$ cat src/rtl/starforce_input_ctrl.sv
// starforce_input_ctrl: merges PS/2 keys and pads, debounces each control bit,
// suppresses opposing directions and turns a coin press into one timed pulse.
module starforce_input_ctrl #(
    parameter int unsigned DEBOUNCE_CYCLES   = 50000,
    parameter int unsigned COIN_PULSE_CYCLES = 2400000,
    parameter int unsigned COIN_GAP_CYCLES   = 2400000
) (
    input  logic        clk_sys,
    input  logic        reset_n,
    input  logic [10:0] ps2_key,
    input  logic [15:0] joystk1,
    input  logic [15:0] joystk2,
    output logic [6:0]  UDLRTSC
);
    typedef enum logic [1:0] {IDLE, PULSE, GAP, WAIT_REL} coin_state_e;

    localparam logic [15:0] DB_LAST    = 16'(DEBOUNCE_CYCLES - 1);
    localparam logic [23:0] PULSE_LOAD = 24'(COIN_PULSE_CYCLES - 1);
    localparam logic [23:0] GAP_LOAD   = 24'(COIN_GAP_CYCLES - 1);

    logic [1:0]  rst_sync_q;
    logic        rst_n;
    logic        tog_q, armed_q, key_evt;
    logic [7:0]  keys_q, keys_d;
    logic [6:0]  raw, db_q;
    logic [15:0] db_cnt_q [7];
    coin_state_e state_q, state_d;
    logic [23:0] cnt_q, cnt_d;
    logic        unused_pads;

    // Assert asynchronously, release two clean edges later.
    always_ff @(posedge clk_sys or negedge reset_n) begin
        if (!reset_n) rst_sync_q <= '0;
        else rst_sync_q <= {rst_sync_q[0], 1'b1};
    end
    assign rst_n = rst_sync_q[1];

    assign key_evt = armed_q && (ps2_key[10] != tog_q);

    // keys: {up, down, left, right, trig, f1, key1, key5}
    always_comb begin
        keys_d = keys_q;
        if (key_evt) begin
            case (ps2_key[7:0])
                8'h75: keys_d[7] = ps2_key[9];
                8'h72: keys_d[6] = ps2_key[9];
                8'h6B: keys_d[5] = ps2_key[9];
                8'h74: keys_d[4] = ps2_key[9];
                8'h14: if (!ps2_key[8]) keys_d[3] = ps2_key[9];
                8'h05: if (!ps2_key[8]) keys_d[2] = ps2_key[9];
                8'h16: if (!ps2_key[8]) keys_d[1] = ps2_key[9];
                8'h2E: if (!ps2_key[8]) keys_d[0] = ps2_key[9];
                default: ;
            endcase
        end
    end

    assign raw = {keys_q[7] | joystk1[3], keys_q[6] | joystk1[2],
                  keys_q[5] | joystk1[1], keys_q[4] | joystk1[0],
                  keys_q[3] | joystk1[4],
                  keys_q[2] | keys_q[1] | joystk1[6] | joystk2[6],
                  keys_q[2] | keys_q[0] | joystk1[8]};

    assign unused_pads = ^{joystk1[15:9], joystk1[7], joystk1[5], joystk2[15:7], joystk2[5:0]};

    // IDLE is only entered with coin low, so coin high here is a fresh rise.
    always_comb begin
        state_d = state_q;
        cnt_d   = cnt_q;
        case (state_q)
            IDLE: if (db_q[0]) begin
                state_d = PULSE;
                cnt_d   = PULSE_LOAD;
            end
            PULSE: if (cnt_q == '0) begin
                state_d = GAP;
                cnt_d   = GAP_LOAD;
            end else cnt_d = cnt_q - 24'd1;
            GAP: if (cnt_q == '0) state_d = db_q[0] ? WAIT_REL : IDLE;
                 else cnt_d = cnt_q - 24'd1;
            WAIT_REL: if (!db_q[0]) state_d = IDLE;
            default: state_d = IDLE;
        endcase
    end

    always_ff @(posedge clk_sys or negedge rst_n) begin
        if (!rst_n) begin
            tog_q   <= 1'b0;
            armed_q <= 1'b0;
            keys_q  <= '0;
            db_q    <= '0;
            for (int b = 0; b < 7; b++) db_cnt_q[b] <= '0;
            state_q <= IDLE;
            cnt_q   <= '0;
        end else begin
            tog_q   <= ps2_key[10];
            armed_q <= 1'b1;
            keys_q  <= keys_d;
            for (int b = 0; b < 7; b++) begin
                if (raw[b] == db_q[b]) db_cnt_q[b] <= '0;
                else if (db_cnt_q[b] == DB_LAST) begin
                    db_cnt_q[b] <= '0;
                    db_q[b]     <= raw[b];
                end else db_cnt_q[b] <= db_cnt_q[b] + 16'd1;
            end
            state_q <= state_d;
            cnt_q   <= cnt_d;
        end
    end

    assign UDLRTSC = {db_q[6] & ~db_q[5], db_q[5] & ~db_q[6],
                      db_q[4] & ~db_q[3], db_q[3] & ~db_q[4],
                      db_q[2:1], state_q == PULSE};
endmodule

$ cat config.mk
export PLATFORM = sky130hd
export DESIGN_NAME = starforce_input_ctrl
export DESIGN_NICKNAME = d
export VERILOG_FILES = /design/src/rtl/starforce_input_ctrl.sv
export SDC_FILE = /design/constraint.sdc
export NUM_CORES = 1
export LEC_CHECK = 0
export CAP_MARGIN = 20
export CORE_MARGIN = 2
export CORE_UTILIZATION = 54
export DETAILED_ROUTE_END_ITERATION = 7
export GPL_TIMING_DRIVEN = 0
export MAX_ROUTING_LAYER = met4
export PLACE_DENSITY_LB_ADDON = 0.1
export SLEW_MARGIN = 10
export SYNTH_ARGS = -nofsm -noshare
export SYNTH_HDL_FRONTEND = slang
export SYNTH_SLANG_ARGS = --single-unit
$ cat constraint.sdc
create_clock -name clk_sys -period 4.55 [get_ports clk_sys]
set_input_delay 0.91 -clock clk_sys [delete_from_list [all_inputs] [get_ports clk_sys]]
set_output_delay 0.91 -clock clk_sys [all_outputs]
set_load 0.05 [all_outputs]
==> impl_metrics.json <==
{
  "port-buffer-count": 27,
  "initial_utilization_pct": 54.5,
  "path_clk_slew_ns": 0.06,
  "synth.area.mux_share_pct": 1.28,
  "die_area_um2": 15500,
  "setup_tns_ns": 0,
  "firstDrtPassIters": 5,
  "numCtsBuffers": 17,
  "synth_compound_area_share_pct": 5.19,
  "hold_class": "reg2async",
  "postCtsHoldBufs": 0,
  "cts_sinks": 157,
  "synthDistinctLibCells": 52,
  "cp.required_ns": 3.64,
  "critical_path_arrival_ns": 2.09,
  "syn_area_um2": 7840,
  "critical_path_class": "reg2out",
  "ys.flop_type": "dfrtp_1",
  "synth_adder_area_share_pct": 2.24,
  "setup_ws_ns": 1.55,
  "core_area_um2": 14400,
  "critPathLaunchType": "flip-flop",
  "dpl.cell_count": 1031,
  "fmax_mhz": 334,
  "grt_pass1_wl_mm": 28.4,
  "cts_resized": 0,
  "drtAntennaViolNets": 0,
  "use_met2_pct": 36.5,
  "worstMarginPinSlew_ns": 0.841,
  "synth_top_family_by_area": "simple AND/OR/NAND/NOR gates",
  "timing.hold.ws_ns": 0.362,
  "clock_skew_ns": 0.00980,
  "finalHoldViolations": 0,
  "synthSimpleGateAreaFrac_pct": 27.4,
  "switching_share_pct": 21.2,
  "finalSetupViolCount": 0,
  "cp-end-kind": "primary output",
  "htree_num_levels": 4,
  "yosysWarnings": 0,
  "grt_use_total_pct": 22.8,
  "outcome": "complete, no violations",
  "ys_ff_latch": 157,
  "num_rows": 44,
  "die-height_um": 124,
  "ys_async_sr_fraction_pct": 100,
  "timing.slew.headroom_pct": 43.9,
  "die_x_um": 124,
  "p_leak_nw": 3.87,
  "critPathMaxFanout": 5,
  "timing.final.max_slew_violations": 0,
  "p_int_mw": 2.39,
  "cap_violations": 0,
  "syn_area_per_cell_um2": 9.59,
  "syn_inst": 817,
  "overflow": 0,
  "groute.layer.met1.usage_pct": 28.8,
  "synth_xor_area_share_pct": 11.8,
  "seqPwrFrac_pct": 47.6,
  "first_global_vias": 6051,
  "irDropWorstVdd_mv": 0.283,
  "powerDensity_nw_per_um2": 336,
  "met3_usage_pct": 5.80,
  "busiest_layer": "met2",
  "drt_iter0_markers": 329,
  "min_period_ns": 3.00,
  "num_antenna_cells": 0,
  "wire_per_inst_um": 15.0,
  "grt_max_degree": 61,
  "layout.cells.non_filler": 1062,
  "drc": 0,
  "antenna_found_initial": 0,
  "min_period_over_period_pct": 65.9,
  "dp_slack_ns": 1.61,
  "area_delta_synth_final_pct": 15.0,
  "layout.nets": 925,
  "routed_via_density": 5.68,
  "root_buffer": "clkbuf_16",
  "yosysSeqAreaShare_pct": 50.1,
  "cts_setup_buffers": 0,
  "cts_max_path_buffers": 2,
  "comb_power_share_pct": 3.6,
  "cts_tree": "built",
  "synth-edff-count": 0,
  "pwr-share-clk_pct": 48.8,
  "io_pins": 52,
  "drive_gt1_share_pct": 7.29,
  "rsz0062_at_grt": "false",
  "vias": 6033,
  "wirelength_mm": 15.9,
  "dpl.hpwl_mm": 11.1,
  "gp_congestion": 0.857,
  "p_sw_uw": 642,
  "insertion_delay_ns": 0.42
}
==> logic make-up after synthesis <==
| logic type | after synthesis |
|---|---|
| buf+inv | 33 |
| compound gates | 64 |
| flops | 157 |
| mux | 9 |
| simple gates | 433 |
| fa+ha+maj | 14 |
| xor+xnor | 106 |
| other cells | 1 |
==> cells in the final DEF (no fill, tap or decap), types with 5 or more instances in the layout <==
cell and instances:
a21oi_1 30, and3_1 35, clkbuf_1 11, clkbuf_16 17, clkdlybuf4s50_1 27, dfrtp_1 156, ha_1 14, inv_1 16
mux2_2 8, nand2_1 67, nand2b_1 5, nand3_1 44, nand4_1 21, nor2_1 159, nor2b_1 5, nor3_1 34
nor3b_1 5, nor4_1 14, nor4b_1 9, o21ai_0 8, o31ai_1 7, or2_2 6, or3_1 5, or4_1 10
xnor2_1 57, xor2_1 49
==> final cells by class <==
type	instances	area, um^2
fill	1164	5350
buffer	17	90.1
tap	184	230
clock inverter	11	169
clock buffer	20	447
multi-input combinational	628	3760
sequential	157	3930
inverter	16	60.1
timing repair buffer	29	325
==> path summary, 6_finish.rpt <==
| check | startpoint | to | slack, ns | cells past startpoint |
|---|---|---|---|---|
| min in group clk_sys | rst_sync_q[0] | rst_sync_q[1] | 0.36 | 0 |
| min | rst_sync_q[1] | db_cnt_q[44] | 0.36 | 0 |
| min reg2reg | rst_sync_q[1] | db_cnt_q[44] | 0.36 | 0 |
| max | state_q[1] | UDLRTSC[0] | 1.55 | 3 |
| max in group asynchronous | rst_sync_q[1] | cnt_q[5] | 3.46 | 1 |
| max reg2reg | cnt_q[0] | cnt_q[8] | 1.99 | 10 |
==> sequential cells by signal (all words and copies together) (netlist names) <==
signal      cells
db_q            7
keys_q          8
cnt_q          24
db_cnt_q      112
armed_q         1
state_q         2
rst_sync_q      2
tog_q           1
==> power by group through the flow <==
stage | Sequential (mW) | Combinational, mW | Clock, mW
floorplan | 1.47 | 0.0497 | 0
global placement | 1.48 | 0.0833 | 0
detailed placement | 1.47 | 0.112 | 0
CTS | 1.44 | 0.113 | 1.51
global route | 1.45 | 0.126 | 1.58
finish | 1.44 | 0.110 | 1.48
==> synthesized netlist by cell type, types with 16 or more instances <==
cell | number | area (um^2)
nand2_1 | 67 | 251
xor2_1 | 49 | 429
dfrtp_1 | 157 | 3930
nor3_1 | 34 | 170
a21oi_1 | 30 | 150
xnor2_1 | 57 | 499
and3_1 | 35 | 219
nand4_1 | 21 | 131
inv_1 | 16 | 60.1
nor2_1 | 159 | 597
nand3_1 | 44 | 220
==> metrics by stage <==
stage	total power [mW]	cell area, um^2	util [%]
finish	3.03	9010	62.7
global route	3.16	9010	62.7
CTS	3.06	9010	62.7
detailed placement	1.58	8400	58.5
global placement	1.57	8340	58.1
floorplan	1.52	7840	-
==> worst max-delay path, cell delays in order (launching register included) <==
cell	delay, ns
dfrtp_1	0.42
inv_1	0.14
ha_1	0.27
clkdlybuf4s50_1	0.83
==> metal layers <==
| metal | routed length, um | share of wire (%) |
|---|---|---|
| met1 | 7340 | 46 |
| met2 | 7690 | 48 |
| met3 | 631 | 4.0 |
| met4 | 275 | 1.7 |
| met5 | 0 | 0 |
Power figures use the tool's default switching activity.
